==> src/rtl/draw_sched.sv <==
// Drawing scheduler: queues circle jobs for an external circle engine and
// interleaves full-screen clears, multiplexing both pixel streams onto one VGA port.
module draw_sched #(
    parameter int FIFO_DEPTH = 4,
    parameter int SCR_W      = 160,
    parameter int SCR_H      = 120
) (
    input  logic       clk,
    input  logic       rst_n,
    input  logic       job_valid,
    output logic       job_ready,
    input  logic [7:0] job_cx,
    input  logic [7:0] job_cy,
    input  logic [7:0] job_r,
    input  logic [2:0] job_colour,
    input  logic       clr_req,
    input  logic [2:0] clr_colour,
    output logic       circ_start,
    output logic [7:0] circ_cx,
    output logic [7:0] circ_cy,
    output logic [7:0] circ_r,
    output logic [2:0] circ_colour,
    input  logic       circ_finished,
    input  logic [7:0] circ_x,
    input  logic [6:0] circ_y,
    input  logic       circ_plot,
    output logic [7:0] vga_x,
    output logic [6:0] vga_y,
    output logic [2:0] vga_colour,
    output logic       vga_plot,
    output logic       busy,
    output logic [7:0] jobs_done
);

    localparam int PW = (FIFO_DEPTH > 1) ? $clog2(FIFO_DEPTH) : 1;
    localparam int CW = PW + 1;
    localparam logic [CW-1:0] DEPTH  = CW'(FIFO_DEPTH);
    localparam logic [7:0]    X_LAST = 8'(SCR_W - 1);
    localparam logic [6:0]    Y_LAST = 7'(SCR_H - 1);

    typedef struct packed {
        logic [7:0] cx;
        logic [7:0] cy;
        logic [7:0] r;
        logic [2:0] colour;
    } job_t;

    typedef enum logic [2:0] {
        IDLE,
        CLEAR,
        LOAD,
        DRAW,
        GAP
    } state_t;

    state_t        state;
    job_t          mem [FIFO_DEPTH];
    job_t          cur;
    logic [PW-1:0] wr_ptr;
    logic [PW-1:0] rd_ptr;
    logic [CW-1:0] count;
    logic          push;
    logic          pop;
    logic          clr_pend;
    logic [2:0]    pend_col;
    logic [2:0]    act_col;
    logic [7:0]    x_cnt;
    logic [6:0]    y_cnt;

    assign job_ready = (count < DEPTH);
    assign push      = job_valid & job_ready;
    assign pop       = (state == LOAD);

    // Job storage carries no reset; validity is tracked by the pointers and count.
    always_ff @(posedge clk) begin
        if (push)
            mem[wr_ptr] <= '{cx: job_cx, cy: job_cy, r: job_r, colour: job_colour};
    end

    always_ff @(posedge clk) begin
        if (rst_n) begin
            wr_ptr <= '0;
            rd_ptr <= '0;
            count  <= '0;
        end else begin
            if (push)
                wr_ptr <= wr_ptr + 1'b1;
            if (pop)
                rd_ptr <= rd_ptr + 1'b1;
            case ({push, pop})
                2'b10:   count <= count + 1'b1;
                2'b01:   count <= count - 1'b1;
                default: ;
            endcase
        end
    end

    // A pending clear keeps its own colour so a new request cannot recolour a running clear.
    always_ff @(posedge clk) begin
        if (rst_n) begin
            state     <= IDLE;
            clr_pend  <= 1'b0;
            pend_col  <= '0;
            act_col   <= '0;
            x_cnt     <= '0;
            y_cnt     <= '0;
            jobs_done <= '0;
            cur       <= '0;
        end else begin
            case (state)
                IDLE: begin
                    if (clr_pend) begin
                        state    <= CLEAR;
                        clr_pend <= 1'b0;
                        act_col  <= pend_col;
                        x_cnt    <= '0;
                        y_cnt    <= '0;
                    end else if (count != '0) begin
                        state <= LOAD;
                    end
                end
                CLEAR: begin
                    if (y_cnt == Y_LAST) begin
                        y_cnt <= '0;
                        if (x_cnt == X_LAST) begin
                            x_cnt <= '0;
                            state <= IDLE;
                        end else begin
                            x_cnt <= x_cnt + 1'b1;
                        end
                    end else begin
                        y_cnt <= y_cnt + 1'b1;
                    end
                end
                LOAD: begin
                    cur   <= mem[rd_ptr];
                    state <= DRAW;
                end
                DRAW: begin
                    if (circ_finished) begin
                        jobs_done <= jobs_done + 1'b1;
                        state     <= GAP;
                    end
                end
                GAP: begin
                    state <= IDLE;
                end
                default: begin
                    state <= IDLE;
                end
            endcase

            if (clr_req) begin
                clr_pend <= 1'b1;
                pend_col <= clr_colour;
            end
        end
    end

    assign circ_start  = (state == DRAW);
    assign circ_cx     = cur.cx;
    assign circ_cy     = cur.cy;
    assign circ_r      = cur.r;
    assign circ_colour = cur.colour;
    assign busy        = (state != IDLE) || (count != '0) || clr_pend;

    always_comb begin
        vga_x      = '0;
        vga_y      = '0;
        vga_colour = '0;
        vga_plot   = 1'b0;
        case (state)
            CLEAR: begin
                vga_x      = x_cnt;
                vga_y      = y_cnt;
                vga_colour = act_col;
                vga_plot   = 1'b1;
            end
            DRAW: begin
                vga_x      = circ_x;
                vga_y      = circ_y;
                vga_colour = cur.colour;
                vga_plot   = circ_plot;
            end
            default: ;
        endcase
    end

endmodule
==> config.mk <==
export PLATFORM = sky130hd
export DESIGN_NAME = draw_sched
export DESIGN_NICKNAME = d
export VERILOG_FILES = /design/src/rtl/draw_sched.sv
export SDC_FILE = /design/constraint.sdc
export NUM_CORES = 1
export LEC_CHECK = 0
export CAP_MARGIN = 20
export CORE_ASPECT_RATIO = 1.4
export CORE_MARGIN = 4
export CORE_UTILIZATION = 58
export CTS_CLUSTER_SIZE = 30
export DETAILED_ROUTE_END_ITERATION = 10
export PLACE_DENSITY = 0.82
export SETUP_SLACK_MARGIN = 0.15
export SLEW_MARGIN = 40
export SYNTH_ARGS = -nofsm -noshare
export SYNTH_HDL_FRONTEND = slang
export SYNTH_SLANG_ARGS = --single-unit
export TNS_END_PERCENT = 10
==> constraint.sdc <==
create_clock -name clk -period 7.44 [get_ports clk]
set_input_delay 1.488 -clock clk [delete_from_list [all_inputs] [get_ports clk]]
set_output_delay 1.488 -clock clk [all_outputs]
set_load 0.01 [all_outputs]
== Yosys cells after proc, flatten, opt, wreduce, memory -nomap -nowiden ==
Memories as Yosys holds them, arrays and structs flattened. A register that Yosys moved wholly into a read port is not among the register bits.
Index checks and enable logic that the tools add are counted.
Word-level totals
  register bits after elaboration: 40
  bits in latches: 0
  memory bits (writable): 108
  memory bits (read-only): 0
  input port bits: 51
  output and inout bits: 57
  memories: 1
Operators by class
  add/sub/neg operators: 7
  $mul: 0
  div/mod/pow operators: 0
  $lt $le $gt $ge: 1
  equality and inequality tests: 12
  shift operators: 0
  mux-type cells: 22
  bitwise logic cells: 1
  reduce and logical (&&, ||, !) cells: 13
Memories
  mem: depth 4, width 27, read ports 1, clocked after Yosys merged registers in 1, wr ports 1, line 57  | job_t mem [FIFO_DEPTH];
Operators by type and width (count)
  one-hot mux 8 bit (2 select lines): 2
  one-hot mux 7 bit (2 select lines): 2
  two-way mux 8 bit: 3
  adder 8 x 1 -> 8 bit (second input constant): 2
  two-way mux 3 bit: 5
  two-way mux 7 bit: 2
  one-hot mux 3 bit (2 select lines): 2
  one-hot mux 3 bit (4 select lines): 1
  equality test 8 bit (second input constant): 1
  adder 7 x 1 -> 7 bit (second input constant): 1
  equality test 7 bit (second input constant): 1
  equality test 3 x 2 -> 1 bit (second input constant): 2
  != test 2 bit (second input constant): 3
  AND reduction 2 bit: 3
  nonzero test 2 bit: 3
  nonzero test 3 bit: 2
  adder 2 x 1 -> 2 bit (second input constant): 2
  two-way mux 1 bit: 4
  AND reduction 4 bit: 1
  adder 3 x 1 -> 3 bit (second input constant): 1
  equality test 3 x 1 -> 1 bit (second input constant): 1
  zero test 3 bit: 1
  less-than comparator 3 bit (second input constant): 1
  != test 3 bit (second input constant): 1
  8 further kinds: 9

== Logic depth before layout (Yosys ltp) ==
Gate-level depths: netlist of the first run.
  depth after elaboration: 4
  depth in mapped cells: 11

== Least setup slack after synthesis of the first run ==
No wires, ideal clock.
  kind: input-to-output
  from: in circ_plot
  to: out vga_plot
  data arrival time: 1.711 ns
  data required time: 5.952 ns
  path slack: 4.241 ns
  cell stages on the path: 1
  path buffers: 0
  cell sequence: o211a_1
Between the ends
  longest elaborated chain between the ends: 1
Ends and longest elaborated chain
  start: declaration: line 26  | input logic circ_plot,
  one-hot mux 1 bit (2 select lines): line 172  | case (state)
  end: declaration: line 30  | output logic vga_plot,
Every way passes these cells.

== Worst setup path after layout of the first run ==
  from: in circ_y[0]
  to: out vga_y[0]
Between the ends
  longest elaborated chain between the ends: 1
Ends and longest elaborated chain
  start: declaration: line 25  | input logic [6:0] circ_y,
  one-hot mux 7 bit (2 select lines): line 172
  end: declaration: line 28  | output logic [6:0] vga_y,
Every way passes these cells.

==> flow_metrics.tcl, run 1 <==
set metrics [dict create \
    dr.pass1.iters 5 \
    die_w_um 100 \
    final_antenna_net_count 0 \
    cts.path.max_buffers 2 \
    cts.sinks 175 \
    wirelength_um 13700 \
    area_growth_pct 25.5 \
    synth_compound_area_share_pct 7.38 \
    rsz0062_at_grt "no" \
    synth.mux.area_fraction_pct 9.95 \
    maxCapViolations 0 \
    dp_hpwl_um 8940 \
    maxSlewHeadroom_pct 49.0 \
    worstSetupPathType "primary input to output pin" \
    setup_violations 0 \
    hold_viol 0 \
    p_leak_nw 2.94 \
    die-area_um2 13800 \
    fmax_ghz 0.242 \
    yosys_register_bits 175 \
    cp-start-kind "primary input" \
    dpl_cell_area_um2 8100 \
    cp.buffers_inverters 2 \
    dp_cells 734 \
    syn_inst 504 \
    cp_data_arrival_time_ns 2.65 \
    fin_nets 669 \
    holdPathStages 2 \
    cts_tree "built" \
    synth_top_family_by_area "simple AND/OR/NAND/NOR gates" \
    dp_slack_ns 3.29 \
    grt_overflow 0 \
    drive_gt1_share_pct 11.9 \
    grt_antenna_before_repair 0 \
    layout_common_cells "edfxtp_1 (108), clkdlybuf4s50_1 (106), dfxtp_1 (66)" \
    cp-end-kind "output pin" \
    ys_warn_count 0 \
    stdcell_count 766 \
    initial_core_util_pct 60.1 \
    status "finished, final reports clean" \
    drc 0 \
    core_area_um2 11500 \
    grt_usage_pct 21.0 \
    power_density_nw_per_um2 310 \
    htree_levels 4 \
    cts_root_buf "clkbuf_16" \
    dieHeight_um 137 \
    final_common_cell "edfxtp_1" \
    critical_path.max_stage_delay_ns 0.56 \
    synth_xor_area_share_pct 1.65 \
    n_antenna_cell 0 \
    vias 4351 \
    hold_start "circ_cx[7]" \
    timing.rr.start "state[2]" \
    finalClockSkew_ns 0.0129 \
    portBuffers 107 \
    fin_setup_tns_ns 0 \
    grt_pass1_wl_um 22100 \
    numCtsBuffers 17 \
    slew_viol_final 0 \
    reg2reg_depth 11 \
    syn_avg_cell_area_um2 13.7 \
    setup_ws_ns 3.30 \
    synth-async-reset-ratio_pct 0 \
    peakVddDrop_uv 204 \
    cp_top_family "buffers and inverters" \
    cpMostUsedCell "clkdlybuf4s50_1" \
    period_share_pct 55.6 \
    ys_seq_area_share_pct 66.3 \
    worstHoldPathType "flop to flop" \
    rrSetupSlack_ns 4.55 \
    detail_route.wl_per_cell_um 17.9 \
    cts.clk_slew.worst_paths_ns 0.07 \
    grt_max_degree 63 \
    tightest_slew_ns 0.764 \
    cts_setup_buffers 0 \
    syn-num-nets 564 \
    reg2reg_to "count[2]" \
    cp.required_ns 5.95 \
    fin_area_um2 8680 \
    gp_congestion 0.779 \
    std_cell_rows 46 \
    vias_per_cell 5.68 \
    min_delay_worst_endpoint "circ_cx[7]" \
    grt_pass1_vias 4338 \
    worst-path-max-fanout 1 \
    cts_resized 0 \
    period_needed_ns 4.14 \
    synthAdderAreaFrac_pct 1.74 \
    clock_latency_ns 0.42 \
    path_depth 3 \
    ioPinCount 108 \
    ys.flop_type "edfxtp_1" \
    crit_chain "clkdlybuf4s50_1 > a22o_1 > clkdlybuf4s50_1" \
    cts_hold_buf 0 \
    drt_iter0_markers 250 \
    synth_edf_count 108 \
    syn_area_um2 6920 \
    slowest_stage "clkdlybuf4s50_1" \
    netlist-cell-type-count 44 \
    synthSimpleGateAreaFrac_pct 10.5 \
]
how the worst max path moves through the flow:
stage	from	to	slack, ns
floorplan	circ_plot	vga_plot	4.24
global placement	circ_y[0]	vga_y[0]	3.29
detailed placement	circ_y[0]	vga_y[0]	3.29
CTS	circ_y[0]	vga_y[0]	3.29
global route	circ_y[3]	vga_y[3]	3.26
finish	circ_y[0]	vga_y[0]	3.30
cell families (layout without fill, tap and decap cells):
group           count (synthesis)  in the layout
compound gates                 82             82
mux                            35             35
fa+ha+maj                       9              9
simple gates                  149            149
flops                         175            175
xor+xnor                       13             13
buf+inv                        41            159
worst register-to-register path: cells and delay by family (launching register included):
kind                     cells  cell delay (ns)
AND/OR/NAND/NOR              3             0.61
flip-flops                   1             0.42
AO/OA/AOI/OAI                1             0.15
adder cells (fa/ha/maj)      2             0.68
buffers and inverters        4             0.77
XOR/XNOR                     1             0.18
final cells by class:
| type | count | area [um2] |
|---|---|---|
| repair buffers | 115 | 1130 |
| fillers | 741 | 2830 |
| clock inverters | 15 | 158 |
| clock buffers | 17 | 425 |
| flip-flops and latches | 175 | 4590 |
| multi-input cells | 288 | 2160 |
| inverters | 12 | 45.0 |
| well taps | 144 | 180 |
flip-flops by register name, summed over array words and instances, names as in the netlist:
register	cells
act_col	3
circ_colour	3
circ_cx	8
circ_cy	8
circ_r	8
clr_pend	1
count	3
jobs_done	8
mem	108
pend_col	3
rd_ptr	2
state	3
wr_ptr	2
x_cnt	8
y_cnt	7
stage by stage:
stage	power [W]	hold slack, ns	utilization (%)
after floorplan	0.00163	0.460	-
after global placement	0.00183	0.442	70.3
after detailed placement	0.00187	0.448	70.4
after CTS	0.00272	0.460	75.4
after global routing	0.00284	0.480	75.4
final	0.00269	0.457	75.4
where the power goes:
group          leakage [nW]  internal [W]  switching (W)
combinational          1.11      0.000299       0.000286
sequential             1.54       0.00115      0.0000998
clock                 0.291      0.000452       0.000404
total                  2.94       0.00190       0.000790
per-layer routing:
layer / up-vias / global-route usage [%] / wire [um]
met4: 0 / 5.24 / 100
li1: 2082 / - / -
met3: 5 / 5.12 / 852
met5: - / 0 / 0
met2: 130 / 38.6 / 7570
met1: 2134 / 24.5 / 5200
synthesized netlist by cell type, drive strengths merged, types with 4 or more instances:
library cell	instances	area (um2)
mux2i	8	80.1
buf	7	48.8
dfxtp	67	1340
clkbuf	22	82.6
o21ai	12	60.1
nand3	7	35.0
and3	5	31.3
a21oi	44	220
mux4	27	608
or3	7	43.8
nand4	4	25.0
inv	12	45.0
a22o	18	158
ha	8	100
nor2	36	135
edfxtp	108	3240
xnor2	5	43.8
and2	4	25.0
nand2	64	240
xor2	8	70.1
(Power assumes the default switching activity.)
==> run 2, diff against run 1 <==
--- a/config.mk
+++ b/config.mk
@@ -8,10 +8,10 @@
 export CAP_MARGIN = 20
 export CORE_ASPECT_RATIO = 1.4
 export CORE_MARGIN = 4
-export CORE_UTILIZATION = 58
+export CORE_UTILIZATION = 48
 export CTS_CLUSTER_SIZE = 30
 export DETAILED_ROUTE_END_ITERATION = 10
-export PLACE_DENSITY = 0.82
+export PLACE_DENSITY = 0.72
 export SETUP_SLACK_MARGIN = 0.15
 export SLEW_MARGIN = 40
 export SYNTH_ARGS = -nofsm -noshare
==> constraint.sdc (replaced) <==
create_clock -name clk -period 3.8 [get_ports clk]
set_input_delay 0.76 -clock clk [delete_from_list [all_inputs] [get_ports clk]]
set_output_delay 0.76 -clock clk [all_outputs]
set_load 0.01 [all_outputs]
==> run 2 against run 1 <==
Net effect: sequential power is 96% higher; final cell count is 5.5% higher; sequential share of layout area down 0.54 points; worst setup slack got worse by 2.7 ns; via count rose by 0.94%; highest routed layer unchanged; clock skew is 0.00067 ns lower.
==> flow_metrics.tcl, run 2 (synthesis results as in run 1) <==
set metrics [dict create \
    cts.clk_slew.worst_paths_ns 0.07 \
    regMostFlops "mem" \
    tightest_slew_ns 0.767 \
    cts_hold_buf 0 \
    area_growth_pct 26.8 \
    initial_core_util_pct 49.3 \
    dp_hpwl_um 9110 \
    p_switching_w 0.00153 \
    clock_latency_ns 0.42 \
    cts.path.max_buffers 2 \
    finalClockSkew_ns 0.0122 \
    wirelength_um 14500 \
    power_density_nw_per_um2 613 \
    clock_power_share_pct 33.0 \
    fill_cells 1059 \
    peakVddDrop_uv 326 \
    layout_common_cells "edfxtp_1 (108), clkdlybuf4s50_1 (106), dfxtp_1 (66)" \
    largest_register_ffs 108 \
    die_w_um 109 \
    fin_setup_tns_ns 0 \
    drc 0 \
    period_needed_ns 3.23 \
    portBuffers 107 \
    drive_gt1_share_pct 12.0 \
    vias_per_cell 5.44 \
    dp_slack_ns 0.941 \
    comb_power_share_pct 21.4 \
    maxSlewHeadroom_pct 48.8 \
    cts_tree "built" \
    setup_violations 0 \
    dpl_cell_area_um2 8160 \
    grt_pass1_wl_um 22400 \
    ioPinCount 108 \
    gp_congestion 0.843 \
    grt_overflow 0 \
    hold_viol 0 \
    switching_share_pct 28.5 \
    cts_resized 0 \
    fin_area_um2 8770 \
    hold_ws_ns 0.457 \
    p_int_w 0.00385 \
    detail_route.wl_per_cell_um 17.9 \
    n_antenna_cell 0 \
    rsz0062_at_grt "no" \
    final_common_cell "edfxtp_1" \
    grt_max_degree 37 \
    htree_levels 4 \
    grt_antenna_before_repair 0 \
    grt_pass1_vias 4457 \
    p_leak_nw 2.95 \
    numCtsBuffers 17 \
    fin_nets 670 \
    slew_viol_final 0 \
    vias 4392 \
    cp-end-kind "output pin" \
    die-area_um2 16400 \
    cp_data_arrival_time_ns 2.47 \
    worstHoldPathType "flop to flop" \
    core_area_um2 14000 \
    seqPwrFrac_pct 45.6 \
    std_cell_rows 51 \
    cts_root_buf "clkbuf_16" \
    final_antenna_net_count 0 \
    grt_usage_pct 18.2 \
    setup_ws_ns 0.567 \
    fmax_ghz 0.309 \
    cp-start-kind "flop" \
    cp.required_ns 3.04 \
    worst-path-max-fanout 20 \
    cts.sinks 175 \
    drt_iter0_markers 185 \
    cts_setup_buffers 0 \
    status "finished, final reports clean" \
    maxCapViolations 0 \
    worstSetupPathType "flop to output pin" \
    dieHeight_um 150 \
    dr.pass1.iters 4 \
    period_share_pct 85.1 \
]
## run 2: cell count changes in the layout (fill, tap and decap cells not counted), sizes merged
cell      change
inv           -3
clkinvlp      +1
buf           +1
bufinv        +2
## run 2: per-layer routing
layer | track usage [%] | share of wire (%) | vias up
met2 | 32.9 | 54 | 134
li1 | - | - | 2084
met1 | 20.7 | 39 | 2164
met3 | 4.06 | 5.7 | 10
met5 | 0 | 0 | -
met4 | 6.49 | 1.2 | 0
## run 2: cell type report
| class | instances | area (um2) | area share, % |
|---|---|---|---|
| clock inverters | 15 | 190 | 2.17 |
| clock buffers | 17 | 425 | 4.85 |
| multi-input cells | 288 | 2160 | 24.6 |
| repair buffers | 116 | 1130 | 12.9 |
| inverters | 12 | 45.0 | 0.514 |
| flip-flops and latches | 175 | 4590 | 52.3 |
| well taps | 185 | 231 | 2.64 |
## run 2: worst max-delay path: stages, from the launching register on
cell	delay [ns]
dfxtp_1	0.55
and3b_1	0.69
a22o_1	0.26
clkdlybuf4s50_1	0.55
## run 2: power by group through the flow
stage	Clock, W	Sequential [W]	Combinational [W]
2_1_floorplan	0	0.00240	0.000790
3_3_place_gp	0	0.00249	0.00113
3_5_place_dp	0	0.00250	0.00115
4_1_cts	0.00182	0.00246	0.00117
5_1_grt	0.00190	0.00249	0.00126
6_report	0.00178	0.00245	0.00115
## run 2: final timing paths
kind | startpoint | to | slack, ns | depth (start not counted)
max | state[1] | vga_x[0] | 0.57 | 3
min | circ_r[4] | circ_r[4] | 0.46 | 2
max reg2reg | state[2] | count[2] | 0.99 | 11
min reg2reg | circ_r[4] | circ_r[4] | 0.46 | 2
## run 2: through the flow
| step | std cells | power [W] | util (%) |
|---|---|---|---|
| after floorplan | 504 | 0.00319 | - |
| after global placement | 776 | 0.00361 | 58.1 |
| after detailed placement | 776 | 0.00366 | 58.1 |
| after CTS | 808 | 0.00544 | 62.5 |
| after global routing | 808 | 0.00565 | 62.5 |
| final | 808 | 0.00538 | 62.5 |
==> edit, RTL diff (flow settings as in run 2) <==
Set the parameter `SCR_W` to 120 (it was 160).
--- a/src/rtl/draw_sched.sv
+++ b/src/rtl/draw_sched.sv
@@ -4,3 +4,3 @@
     parameter int FIFO_DEPTH = 4,
-    parameter int SCR_W      = 160,
+    parameter int SCR_W      = 120,
     parameter int SCR_H      = 120
Behaviour: same outputs for any inputs over 4 cycles, from zero or initial values and one cycle with rst_n high; that may be too few to reach the edited logic, so the function may still have changed.
==> edit against run 2 <==
- sequential share of layout area fell by 0.74 points
- routed wire length grew 1.2%
- hold slack about the same
- die area rose by 2.7%
- sequential cell count is the same
- sequential power grew 3%
- final area increased by 1.4%
- worst setup slack improved by 0.25 ns
- synthesized cell count increased by 7.1%
- total power rose by 4.7%
- combinational power up 32%
- area after synthesis increased by 2.9%
- first-iteration DRC count up 1.6%
- critical path type unchanged
- largest cell class unchanged
- largest power group unchanged
==> edit: results (changes against run 2) <==
| Metric | Value |
|---|---|
| Initial DRT Pass Iterations | `7 (was 4)` |
| Maximum VDD drop | `0.361 mV (was 0.326 mV)` |
| Vias in the first global route | `4818 (was 4457)` |
| Placer Congestion | `0.835 (was 0.843)` |
| Layout Cells excl Fill | `847 (was 808)` |
| Synth area leaders | `edfxtp_1, dfxtp_1, mux4_2, nand2_1, mux2i_1 (was edfxtp_1, dfxtp_1, mux4_2, nand2_1, a21oi_1)` |
| Outcome | `complete, no violations (unchanged)` |
| Post-Syn Nets | `600 (was 564)` |
| Worst rel slew slack | `0.489 (was 0.488)` |
| Placed cell count | `814 (was 776)` |
| Fmax | `335 MHz (was 309 MHz)` |
| Wire length per cell | `17.3 um (was 17.9 um)` |
| Largest net degree at the start of global routing | `43 (was 37)` |
| Total GRT Usage | `0.178 (was 0.182)` |
| Synthesis Warnings | `0 (unchanged)` |
| HPWL Detailed | `9.65 mm (was 9.11 mm)` |
| Reg2reg setup slack | `0.93 ns (was 0.99 ns)` |
| NumNets Final | `704 (was 670)` |
| Met1 wire length | `5.98 mm (was 5.63 mm)` |
| DRT iter0 DRCs | `188 (was 185)` |
| Static Leakage | `2.99 nW (was 2.95 nW)` |
| First-pass GRT wire length | `24.0 mm (was 22.4 mm)` |
| Share of layout cells above drive strength 1 | `0.113 (was 0.120)` |
| Post-Synthesis Cells | `540 (was 504)` |
| Max Fanout on Critical Path | `21 (was 20)` |
| Met3 WL | `635 um (was 831 um)` |
| # fillers | `1121 (was 1059)` |
| Antenna violations before repair | `1 (was 0)` |
| WHS | `0.456 ns (was 0.457 ns)` |
| Pre-CTS setup slack | `0.915 ns (was 0.941 ns)` |
| Synth cell types | `51 (was 44)` |
| Seq/Total Area, Yosys | `0.644 (was 0.663)` |
| Vias per cell | `5.43 (was 5.44)` |
| Internal power | `0.00392 W (was 0.00385 W)` |
| Post-Route Skew | `0.0101 ns (was 0.0122 ns)` |
| Commonest cells post-synth | `edfxtp_1, nand2_1, dfxtp_1, nor2_1, a21oi_1 (was edfxtp_1, dfxtp_1, nand2_1, a21oi_1, nor2_1)` |
## edit: cell types whose count changed after synthesis, sizes merged, moves of 3 or more
cell / run 2 / this run
mux2i: 8 / 25
nand2: 64 / 70
clkbuf: 22 / 16
o21a: 0 / 5
buf: 7 / 15
or3: 7 / 4
nor2: 36 / 51
nand3: 7 / 4
nor3: 3 / 6
a21oi: 44 / 41
a22o: 18 / 0
nor4: 0 / 3
o211ai: 0 / 3
## edit: worst paths after layout
kind,from,end
setup / recovery,state[0],vga_plot
hold / removal,circ_cx[4],circ_cx[4]
setup reg to reg,state[0],count[2]
hold reg to reg,circ_cx[4],circ_cx[4]
## edit: kinds of logic (layout without fill, tap and decap cells)
kind of cell               count (synthesis)  count (layout)  share of synthesized area
xor gates and xnor gates                  11              11                     0.0135
and+or+nand+nor                          169             169                      0.111
adders and majority gates                  9               9                     0.0169
muxes                                     52              52                      0.121
DFF                                      175             175                      0.644
other                                      0               1                          0
AOI/OAI and AO/OA                         79              79                     0.0673
buffers and inverters                     45             162                     0.0267
## edit: critical path: stages (launching register included)
cell	delay, ns
dfxtp_1	0.50
nand2b_1	0.48
a21oi_1	0.26
clkdlybuf4s50_1	0.56
## edit: layout make-up
class	count	area, um2	area share
antenna	1	2.50	0.000281
clock buffer	19	433	0.0487
multi-input combinational	320	2340	0.264
sequential	175	4590	0.516
tap	189	236	0.0266
timing repair buffer	116	1130	0.127
inverter	14	52.6	0.00591
clock inverter	13	105	0.0118
## edit: routing by layer
metal,track usage,vias to the layer above
li1,-,2195
met3,0.0442,19
met4,0.0698,0
met5,0,-
met1,0.200,2263
met2,0.322,123
## edit: through the flow
stage               total power [W]  utilization  cell area [um2]
CTS                         0.00570        0.613             8890
floorplan                   0.00353            -             7120
detailed placement          0.00411        0.576             8360
global placement            0.00405        0.576             8350
global route                0.00593        0.613             8900
finish                      0.00563        0.613             8900
## edit: power by group through the flow
stage	registers, W	logic [W]	clock network [W]
after floorplan	0.00247	0.00106	0
after global placement	0.00255	0.00150	0
after detailed placement	0.00257	0.00154	0
after CTS	0.00253	0.00155	0.00162
after global routing	0.00257	0.00167	0.00170
final	0.00252	0.00152	0.00159
